==> src/rtl/priority_decoder.sv <==
// priority_decoder: FIFO of index codes, head decoded to one-hot (thermometer when PRIORITY_DECODER_THERMO_EN is defined); ports clk, rst, in_valid/in_ready/in_code, out_valid/out_ready/out_data, fifo_count
module priority_decoder #(
  parameter int WIDTH = 4,
  parameter int CODE_W = $clog2(WIDTH),
  parameter int DEPTH = 4
) (
  input  logic                   clk,
  input  logic                   rst,
  input  logic                   in_valid,
  output logic                   in_ready,
  input  logic [CODE_W-1:0]      in_code,
  output logic                   out_valid,
  input  logic                   out_ready,
  output logic [WIDTH-1:0]       out_data,
  output logic [$clog2(DEPTH):0] fifo_count
);
  localparam int PW = $clog2(DEPTH);
  logic [CODE_W-1:0] mem [DEPTH];
  logic [PW-1:0] wp, rp;
  logic push, pop;
  logic [CODE_W-1:0] head;
  assign in_ready = (fifo_count != (PW+1)'(DEPTH)) && !rst;
  assign out_valid = fifo_count != '0;
  assign push = in_valid && in_ready;
  assign pop = out_valid && out_ready;
  assign head = mem[rp];
`ifdef PRIORITY_DECODER_THERMO_EN
  assign out_data = out_valid ? {WIDTH{1'b1}} >> (CODE_W'(WIDTH - 1) - head) : '0;
`else
  assign out_data = out_valid ? WIDTH'(1) << head : '0;
`endif
  always_ff @(posedge clk)
    if (push) mem[wp] <= in_code;
  always_ff @(posedge clk) begin
    if (rst) begin
      wp <= '0;
      rp <= '0;
      fifo_count <= '0;
    end else begin
      if (push) wp <= wp + PW'(1);
      if (pop) rp <= rp + PW'(1);
      fifo_count <= fifo_count + (PW+1)'(push) - (PW+1)'(pop);
    end
  end
endmodule

==> config.mk <==
export PLATFORM = sky130hd
export DESIGN_NAME = priority_decoder
export DESIGN_NICKNAME = d
export VERILOG_FILES = /design/src/rtl/priority_decoder.sv
export SDC_FILE = /design/constraint.sdc
export NUM_CORES = 1
export LEC_CHECK = 0
export CORE_MARGIN = 2
export CORE_UTILIZATION = 50
export DETAILED_ROUTE_END_ITERATION = 10
export PLACE_DENSITY = 0.78
export SYNTH_ARGS = -nofsm -noshare
export SYNTH_HDL_FRONTEND = slang
export SYNTH_SLANG_ARGS = --single-unit
==> constraint.sdc <==
create_clock -name clk -period 2.55 [get_ports clk]
set_clock_uncertainty 0.1 [all_clocks]
set_input_delay 0.3825 -clock clk [delete_from_list [all_inputs] [get_ports clk]]
set_output_delay 0.3825 -clock clk [all_outputs]
set_load 0.005 [all_outputs]
-- Yosys cells after proc, flatten, opt, wreduce, memory -nomap -nowiden
Memories as Yosys holds them, arrays and structs flattened. A register that Yosys moved wholly into a read port is not among the register bits.
Cells that the tools add are included.
- flip-flop bits (word level): 7
- bits in latches: 0
- RAM bits: 8
- bits in read-only memories: 0
- bits of input ports: 6
- output and inout port bits: 9
- logic and storage cells: 20
- memories kept: 1
- memories (memory ; words ; bits a word ; read ports ; clocked after Yosys merged registers in ; wr ports ; line ; text):
    mem ; 4 ; 2 ; 1 ; 1 ; 1 ; 18 ; logic [CODE_W-1:0] mem [DEPTH];
- $add $sub $neg: 4
- multipliers: 0
- divide/modulo/power cells: 0
- $lt $le $gt $ge: 0
- equal/unequal tests: 1
- shift-type cells: 1
- muxes and demuxes: 5
- bitwise operators: 0
- reductions and logical operators: 5
- operators by type and width (operator ; number):
    $add 2x1->2 const B ; 2
    $mux 2 ; 2
    $mux 4 ; 1
    $shl 1x2->4 const A ; 1
    $add 3x1->3 ; 1
    $logic_and 1x1->1 ; 3
    $ne 3x3->1 const B ; 1
    $reduce_bool 3->1 ; 1
    $sub 3x1->3 ; 1
    $mux 1 ; 2
    $logic_not 1->1 ; 1

-- Longest topological paths before layout
Gate-level depths: netlist (run 1).
- depth in word-level cells: 5
- mapped depth: 11
- mapped depth without buffers: 11

-- Least setup slack after synthesis (run 1)
No wires, ideal clock.
- path kind: flip-flop to flip-flop
- start: register fifo_count[1]
- end: register fifo_count[2]
- library setup time: 78 ps
- data arrival time: 2207 ps
- required time: 2372 ps
- setup slack: 166 ps
- cell stages (with the launch flop): 12
- path buffers: 0
- clock period less this slack: 2384 ps
- cells stage by stage: dfxtp_1 nor3b_2 nor3b_4 inv_1 ha_1 inv_1 ha_1 inv_1 fa_1 xor2_1 and2_2 nor3_1
- word-level cells in the longest chain between the ends: 5
- elaborated cells between the ends (all ways): 7
- classes of those cells: add/sub: 2; eq/ne: 1; reduce/logical: 4
- RTL lines (element ; line ; text):
    start, declared ; 15 ; output logic [$clog2(DEPTH):0] fifo_count
    start signal, assigned ; 42 ; fifo_count <= fifo_count + (PW+1)'(push) - (PW+1)'(pop);
    $ne 3x3->1 ; 22 ; assign in_ready = (fifo_count != (PW+1)'(DEPTH)) && !rst;
    $logic_and 1x1->1 ; 22 ;
    $logic_and 1x1->1 ; 24 ; assign push = in_valid && in_ready;
    $add 3x1->3 ; 42 ;
    $sub 3x1->3 * ; 42 ;
Every way passes the cells marked *; elsewhere a longest branch is shown, timed or not.
A chain may end at the register's enable or synchronous reset.

==> results of run 1 <==
==> through the flow <==
| stage | power, mW | hold slack [ns] | TNS (ns) |
|---|---|---|---|
| finish | 0.9735 | 0.4169 | 0 |
| global route | 1.055 | 0.4713 | 0 |
| CTS | 0.9848 | 0.4209 | 0 |
| detailed placement | 0.8399 | 0.4068 | -0.09936 |
| global placement | 0.8258 | 0.3947 | -0.05359 |
| floorplan | 0.6551 | 0.3750 | 0 |
==> cell families (layout without fill, tap and decap cells) <==
kind of cell / count (synthesis) / count (layout) / synth area share (%)
XOR/XNOR: 2 / 2 / 1.992
flip-flops: 17 / 17 / 47.79
AO/OA/AOI/OAI: 7 / 7 / 6.116
multiplexers: 7 / 7 / 9.246
adder cells (fa/ha/maj): 7 / 7 / 10.81
AND/OR/NAND/NOR: 26 / 26 / 19.20
buffers and inverters: 9 / 28 / 4.836
==> layout by cell type (no fill, tap or decap), types with 2 or more instances in the layout <==
cell type,n
and2_2,5
buf_4,3
clkbuf_4,3
clkdlybuf4s50_1,14
dfxtp_1,7
dfxtp_2,2
edfxtp_1,8
ha_1,6
inv_1,7
mux2_4,2
mux2i_1,4
nand2_1,3
nand2b_1,2
nor2_1,6
o21ai_0,2
o32ai_1,4
or2_1,2
xor2_1,2
==> routing by layer <==
| metal | global-route usage [%] | up-vias | wire length [microns] |
|---|---|---|---|
| li1 | - | 300 | - |
| met1 | 15.38 | 260 | 555 |
| met2 | 23.89 | 11 | 597 |
| met3 | 2.381 | 4 | 39 |
| met4 | 12.00 | 0 | 42 |
| met5 | 0 | - | 0 |
==> path summary, 6_finish.rpt <==
check	startpoint	to	slack [ns]
max	flip-flop	out_data[2]	0.15
min	rp[0]	flip-flop	0.42
max reg2reg	fifo_count[2]	fifo_count[2]	0.21
min reg2reg	rp[0]	flip-flop	0.42
==> power breakdown <==
part           total (mW)  switching, mW  internal, mW
clock               0.143         0.0851        0.0584
combinational       0.421          0.170         0.251
sequential          0.409         0.0631         0.346
total               0.973          0.318         0.655
==> final cells by class <==
class | instances | area (sq um) | area share [%]
Timing Repair Buffer | 17 | 162.7 | 15.10
Multi-Input combinational cell | 49 | 416.7 | 38.68
Inverter | 7 | 26.28 | 2.439
Tap cell | 17 | 21.27 | 1.974
Sequential cell | 17 | 422.9 | 39.26
Clock buffer | 3 | 22.52 | 2.091
Clock inverter | 1 | 5.005 | 0.4646
==> worst max-delay path, cell delays in order (launching register included) <==
cell	delay, ns
dfxtp_2	0.41
mux2_4	0.32
or2_1	0.23
o32ai_1	0.12
clkdlybuf4s50_1	0.55
==> what timing repair did <==
item,4_1_cts,5_1_grt
endpoints found under the setup margin,0,2
setup buffers,0,0
resized for setup,0,2
==> impl_metrics.py, run 1 <==
metrics = {
    "routing": {
        "ant_nets": 0,
        "routed_wl_microns": 1236,
        "vias": 575,
        "via_per_inst": 5.180,
        "dr.first_iter.drc_count": 3,
        "drc": 0,
        "dr.pass1.iters": 2,
        "wl_per_cell_microns": 11.14,
    },
    "synthesis": {
        "syn_avg_cell_area_sq_um": 11.73,
        "synth.distinct_cells": 27,
        "synth_common_cells": "9 x dfxtp_1, 8 x edfxtp_1, 7 x inv_1",
        "synthCells": 75,
        "synthArstFlopShare_pct": 0,
        "synth_most_common_cell": "dfxtp_1",
        "ys_seq_area_share_pct": 47.80,
        "synthTopCellsByArea": "edfxtp_1 27%, dfxtp_1 20%, ha_1 8.5%, mux2i_1 4.6%, and2_2 4.3%",
        "yosys_warnings": 0,
        "ys_ff_latch": 17,
        "synth_edf_count": 8,
        "netlist.area_leader.share_pct": 27.31,
        "synth_largest_area_cell": "edfxtp_1",
        "syn_area_sq_um": 879.6,
        "syn-num-nets": 88,
        "synth_flop_cell": "dfxtp_1",
    },
    "place": {
        "dp_slack_ns": -0.09936,
        "gp_congestion": 0.7333,
        "port_buffers": 14,
        "place_area_sq_um": 1047,
        "dp_hpwl_microns": 996.2,
        "dp.cells": 107,
    },
    "pwr": {
        "peakVddDrop_uv": 685.5,
        "p_leak_nw": 0.4179,
        "power.density_nw_per_um2": 903.7,
    },
    "worst_setup_path": {
        "r2r_cells": 11,
        "path_class": "reg2out",
        "cp-start-kind": "flip-flop",
        "end_kind": "output pin",
        "crit_fanout": 5,
        "arrival_ns": 1.92,
        "crit_required_ns": 2.07,
    },
    "die": {
        "die_area_sq_um": 2110,
        "fp-row-count": 15,
        "start_util_pct": 52.07,
        "die_y_microns": 45.94,
        "io_pins": 15,
        "coreArea_sq_um": 1689,
        "die_x_microns": 45.94,
    },
    "finish": {
        "drive_gt1_share_pct": 23.40,
        "layout.cell_area.non_filler_sq_um": 1077,
        "n_fill_cell": 148,
        "area_growth_pct": 22.47,
        "final_cells": 111,
        "antenna_cells": 0,
        "fin_nets": 108,
        "finalCoreUtilization_pct": 63.78,
    },
    "clock_tree": {
        "cts_buffers": 3,
        "cts.clk_slew.worst_paths_ns": 0.10,
        "ctsHoldBuffers": 0,
        "clock-sinks": 17,
        "cts_tree": "yes",
        "cts_root_buf": "clkbuf_4",
        "cts_max_level": 1,
        "clkLatencyLatePin_ns": 0.29,
        "cts_buffer_depth": 2,
    },
    "timing": {
        "finalMaxSlewViolations": 0,
        "hold_viol_final": 0,
        "rsz0062_at_grt": "no",
        "slew_headroom_pct": 73.65,
        "max_freq_ghz": 0.4162,
        "setup_viol": 0,
        "fin_ws_ns": 0.1475,
        "fin_crit_sh_pct": 94.22,
        "min_period_ns": 2.402,
        "tightest_slew_ns": 0.3903,
    },
    "outcome": {
        "status": "completed",
    },
    "global_route": {
        "grt_usage_pct": 14.29,
        "antenna_found_initial": 0,
        "grt_pass1_vias": 545,
        "overflow": 0,
        "grt_max_degree": 11,
        "grt_pass1_wl_microns": 2049,
    },
    "flow_run": {
        "drv_cap": 0,
    },
    "hold_path": {
        "hold_depth": 2,
        "worstHoldPathType": "reg2reg",
    },
}
Note: power is estimated with default switching activity, not from simulation.
==> inputs of run 2 (changes only) <==
CORE_UTILIZATION = 54   (was 50)
PLACE_DENSITY = 0.83   (was 0.78)
clock period = 2.8 ns   (was 2.55 ns; I/O delays follow)
==> run 2 against run 1 <==
Compared with the run above: worst hold slack worse by 0.0023 ns; global-route usage increased by 0.50 points; sequential power shrank 9.0%; utilization rose by 6.2 points; cell count fell by 1.8%; routed wire length increased by 1.9%; count of clock-buffer cells in the layout did not move; critical path depth did not move; worst setup slack better by 0.17 ns; via count fell by 1.9%.
==> impl_metrics.py, run 2 (synthesis results as in run 1) <==
metrics = {
    "global_route": {
        "grt_usage_pct": 14.79,
        "antenna_found_initial": 0,
        "overflow": 0,
        "grt_pass1_wl_microns": 2145,
        "grt_max_degree": 11,
        "grt_pass1_vias": 539,
    },
    "pwr": {
        "power.density_nw_per_um2": 813.2,
        "fin_total_pwr_mw": 0.8668,
        "peakVddDrop_uv": 630.9,
        "p_leak_nw": 0.4123,
    },
    "worst_setup_path": {
        "arrival_ns": 1.97,
        "max_stage_delay_ns": 0.54,
        "r2r-start": "fifo_count[1]",
        "end_kind": "output pin",
        "rrSetupSlack_ns": 0.38,
        "path_cells": "mux2_4, or2_1, o32ai_1, clkdlybuf4s50_1",
        "slowest_stage": "clkdlybuf4s50_1",
        "crit_fanout": 5,
        "crit_required_ns": 2.28,
        "path_class": "reg2out",
        "cp-start-kind": "flip-flop",
        "r2r_cells": 11,
    },
    "clock_tree": {
        "post_cts_resized": 0,
        "post-cts-setup-buffer-count": 0,
        "cts_max_level": 1,
        "cts_root_buf": "clkbuf_4",
        "ctsHoldBuffers": 0,
        "cts_buffers": 3,
        "clkLatencyLatePin_ns": 0.28,
        "clock-sinks": 17,
        "cts_tree": "yes",
        "cts_buffer_depth": 2,
        "cts.clk_slew.worst_paths_ns": 0.09,
    },
    "routing": {
        "drc": 0,
        "dr.first_iter.drc_count": 12,
        "wl_per_cell_microns": 11.55,
        "routed_wl_microns": 1259,
        "vias": 564,
        "ant_nets": 0,
        "dr.pass1.iters": 2,
        "via_per_inst": 5.174,
    },
    "finish": {
        "layout_common_cells": "14 x clkdlybuf4s50_1, 9 x dfxtp_1, 8 x edfxtp_1",
        "n_fill_cell": 115,
        "area_growth_pct": 21.19,
        "antenna_cells": 0,
        "layout_commonest_cell": "clkdlybuf4s50_1",
        "drive_gt1_share_pct": 20.43,
        "fin_nets": 107,
    },
    "timing": {
        "fin_crit_sh_pct": 88.80,
        "setup_viol": 0,
        "rsz0062_at_grt": "no",
        "finalMaxSlewViolations": 0,
        "tightest_slew_ns": 0.4286,
        "max_freq_ghz": 0.4022,
        "hold_viol_final": 0,
        "slew_headroom_pct": 71.06,
        "final.setup.tns_ns": 0,
        "min_period_ns": 2.487,
    },
    "hold_path": {
        "hold_start": "rp[0]",
        "worstHoldPathType": "reg2reg",
        "hold_depth": 2,
    },
    "die": {
        "die_area_sq_um": 1968,
        "coreArea_sq_um": 1524,
        "io_pins": 15,
        "fp-row-count": 14,
        "die_y_microns": 44.36,
        "die_x_microns": 44.36,
        "start_util_pct": 57.72,
    },
    "flow_run": {
        "drv_cap": 0,
    },
    "place": {
        "gp_congestion": 0.7215,
        "dp_hpwl_microns": 1027,
        "port_buffers": 14,
    },
    "outcome": {
        "status": "completed",
    },
}
## run 2: worst max-delay path, delay by kind of cell (launching register included)
kind | cells | cell delay (ns)
AOI/OAI and AO/OA | 1 | 0.11
buffers and inverters | 1 | 0.54
DFF | 1 | 0.47
muxes | 1 | 0.34
and+or+nand+nor | 1 | 0.23
## run 2: final timing paths
check                                endpoint
worst max-delay path              out_data[0]
worst min-delay path                flip-flop
worst max register to register  fifo_count[2]
worst min register to register      flip-flop
## run 2: final cells by class
cell class / instances / area, sq um / share of cell area [%]
Clock inverter: 1 / 5.005 / 0.4695
Inverter: 7 / 26.28 / 2.465
Multi-Input combinational cell: 49 / 416.7 / 39.08
Timing Repair Buffer: 16 / 155.1 / 14.55
Tap cell: 16 / 20.02 / 1.878
Clock buffer: 3 / 22.52 / 2.113
Sequential cell: 17 / 420.4 / 39.44
## run 2: per-stage QoR
step | std cells | cell area (sq um) | utilization (%) | setup WS, ns | hold slack [ns]
2_1_floorplan | 75 | 879.6 | - | 0.3844 | 0.3750
3_3_place_gp | 105 | 1039 | 68.14 | 0.1532 | 0.3913
3_5_place_dp | 105 | 1039 | 68.14 | 0.08277 | 0.4011
4_1_cts | 109 | 1066 | 69.95 | 0.2867 | 0.4144
5_1_grt | 109 | 1066 | 69.95 | 0.1697 | 0.4581
6_report | 109 | 1066 | 69.95 | 0.3135 | 0.4146
## run 2: metal layers
metal	vias to the layer above	wire length (microns)	track usage (%)
met5	-	0	0
met1	258	584	17.99
met4	0	6	5.455
met3	2	40	2.449
li1	295	-	-
met2	9	628	26.18
## run 2: report_power, final
| part | leakage, nW | internal [mW] | switching [mW] |
|---|---|---|---|
| clock network | 0.0177 | 0.0529 | 0.0737 |
| logic | 0.248 | 0.216 | 0.151 |
| registers | 0.147 | 0.313 | 0.0593 |
==> inputs of run 3 (changes only) <==
ABC_AREA = 1   (was unset)
CAP_MARGIN = 20   (was unset)
HOLD_SLACK_MARGIN = 0.02   (was unset)
PLACE_DENSITY = 0.84   (was 0.83)
==> run 3 against run 2 <==
Compared with the run above: worst hold slack lost 0.013 ns; clock power is 3% lower; die area down 3.0%; synthesized area down 3.3%; utilization increased by 0.72 points; non-clock buffer count did not move.
==> impl_metrics.py, run 3 <==
metrics = {
    "routing": {
        "ant_nets": 0,
        "wl_per_cell_microns": 9.590,
        "via_per_inst": 4.731,
        "vias": 634,
        "drc": 0,
        "dr.first_iter.drc_count": 19,
        "routed_wl_microns": 1285,
        "dr.pass1.iters": 4,
    },
    "finish": {
        "layout.cell_area.non_filler_sq_um": 1052,
        "seqCellArea_sq_um": 420.4,
        "antenna_cells": 0,
        "final_cells": 134,
        "layout_common_cells": "21 x nand2_1, 20 x inv_1, 14 x clkdlybuf4s50_1",
        "area_growth_pct": 23.68,
        "drive_gt1_share_pct": 8.475,
        "layout_commonest_cell": "nand2_1",
        "n_fill_cell": 109,
        "fin_nets": 132,
        "multi_input_area_sq_um": 355.3,
    },
    "timing": {
        "hold_viol_final": 0,
        "finalMaxSlewViolations": 0,
        "setup_viol": 0,
        "max_freq_ghz": 0.4402,
        "min_period_ns": 2.272,
        "slew_headroom_pct": 83.35,
        "tightest_slew_ns": 0.2495,
        "rsz0062_at_grt": "no",
        "hold_ws_ns": 0.4011,
        "fin_crit_sh_pct": 81.13,
        "final.setup.tns_ns": 0,
    },
    "synthesis": {
        "yosys_warnings": 0,
        "syn_avg_cell_area_sq_um": 8.682,
        "syn-num-nets": 111,
        "synth_most_common_cell": "nand2_1",
        "synth_edf_count": 8,
        "synth_common_cells": "21 x nand2_1, 20 x inv_1, 13 x nor2_1",
        "synthCells": 98,
        "synth.distinct_cells": 16,
        "synthArstFlopShare_pct": 0,
        "ys_ff_latch": 17,
        "synth_largest_area_cell": "edfxtp_1",
        "ys_seq_area_share_pct": 49.41,
        "synth_flop_cell": "dfxtp_1",
        "synthTopCellsByArea": "edfxtp_1 28%, dfxtp_1 21%, nand2_1 9.3%, ha_1 8.8%, inv_1 8.8%",
        "netlist.area_leader.share_pct": 28.24,
        "syn_area_sq_um": 850.8,
    },
    "clock_tree": {
        "cts_root_buf": "clkbuf_4",
        "cts_buffer_depth": 2,
        "cts_tree": "yes",
        "ctsHoldBuffers": 0,
        "clock-sinks": 17,
        "cts_max_level": 1,
        "cts.clk_slew.worst_paths_ns": 0.09,
        "post_cts_resized": 0,
        "clkLatencyLatePin_ns": 0.29,
        "cts_buffers": 3,
        "post-cts-setup-buffer-count": 0,
    },
    "die": {
        "die_y_microns": 43.70,
        "start_util_pct": 57.14,
        "die_x_microns": 43.70,
        "io_pins": 15,
        "coreArea_sq_um": 1489,
        "fp-row-count": 14,
        "die_area_sq_um": 1909,
    },
    "place": {
        "port_buffers": 14,
        "gp_congestion": 0.7609,
        "dp.cells": 130,
        "place_area_sq_um": 1026,
        "dp_hpwl_microns": 1057,
    },
    "pwr": {
        "power.density_nw_per_um2": 864.4,
        "p_clk_share_pct": 13.6,
        "swShare_pct": 36.57,
        "comb_power_share_pct": 46.9,
        "p_int_mw": 0.5769,
        "peakVddDrop_uv": 599.5,
        "p_leak_nw": 0.4693,
        "p_seq_share_pct": 39.5,
        "netSwitchingPower_mw": 0.3327,
    },
    "global_route": {
        "grt_max_degree": 10,
        "grt_pass1_wl_microns": 2387,
        "antenna_found_initial": 0,
        "grt_usage_pct": 17.41,
        "grt_pass1_vias": 609,
        "overflow": 0,
    },
    "worst_setup_path": {
        "max_stage_delay_ns": 0.55,
        "crit_required_ns": 2.89,
        "slowest_stage": "clkdlybuf4s50_1",
        "end_kind": "flip-flop",
        "cp-start-kind": "input pin",
        "crit_fanout": 7,
        "path_cells": "clkdlybuf4s50_1, nand3_4, ha_1, inv_1, ha_1, inv_1, fa_1, xor2_1, nand2_1, nand2_1, nor2_1",
        "path_class": "in2reg",
        "arrival_ns": 2.36,
    },
    "hold_path": {
        "worstHoldPathType": "reg2reg",
    },
    "flow_run": {
        "drv_cap": 0,
    },
    "outcome": {
        "status": "completed",
    },
}
-- run 3: cell count changes after synthesis, sizes merged, moves of 3 or more --
cell,delta
mux2i,-4
nand2,+21
and2,-6
nor2,+8
nand3,+7
inv,+13
mux2,-3
o32ai,-4
or2,-3
a21oi,+4
-- run 3: stage by stage --
step,setup slack [ns],total power [mW],utilization (%)
floorplan,0.7160,0.6132,-
CTS,0.5365,0.9178,70.67
detailed placement,0.2398,0.7946,68.91
global route,0.3864,0.9955,70.67
finish,0.5283,0.9095,70.67
global placement,0.2573,0.7753,68.91
-- run 3: final timing paths --
path | start | endpoint | slack (ns) | cells past startpoint
max reg2reg | fifo_count[1] | fifo_count[2] | 0.57 | 13
min reg2reg | rp[1] | flip-flop | 0.40 | 2
max | in_valid | fifo_count[2] | 0.53 | 11
min | rp[1] | flip-flop | 0.40 | 2
-- run 3: final cells by class --
cell class | count | area share, %
repair buffers | 16 | 14.74
inverters | 20 | 7.134
well taps | 16 | 1.902
flip-flops and latches | 17 | 39.95
clock buffers | 4 | 2.497
multi-input cells | 61 | 33.77
-- run 3: per-layer routing --
| metal | part of all wire (%) | track usage [%] | wire length, microns |
|---|---|---|---|
| met2 | 49 | 28.82 | 628 |
| met1 | 43 | 19.51 | 548 |
| met5 | 0 | 0 | 0 |
| met3 | 5.1 | 3.333 | 66 |
| met4 | 3.3 | 13.33 | 42 |
-- run 3: worst max-delay path, delay by kind of cell --
kind	cells	cell delay, ns
fa+ha+maj	3	0.81
buf+inv	3	0.66
xor+xnor	1	0.19
simple gates	4	0.30
-- run 3: kinds of logic (layout without fill, tap and decap cells) --
kind of cell               after synthesis  in the layout  share of synthesized area (%)
AOI/OAI and AO/OA                        6              6                          3.530
adders and majority gates                7              7                          11.18
and+or+nand+nor                         47             47                          26.03
buffers and inverters                   20             40                          8.823
xor gates and xnor gates                 1              1                          1.030
DFF                                     17             17                          49.41
-- run 3: power groups by stage --
stage               combinational (mW)  sequential [mW]  clock [mW]
finish                           0.427            0.359       0.123
detailed placement               0.429            0.365           0
global route                     0.495            0.368       0.133
CTS                              0.431            0.361       0.126
global placement                 0.413            0.362           0
floorplan                        0.254            0.360           0
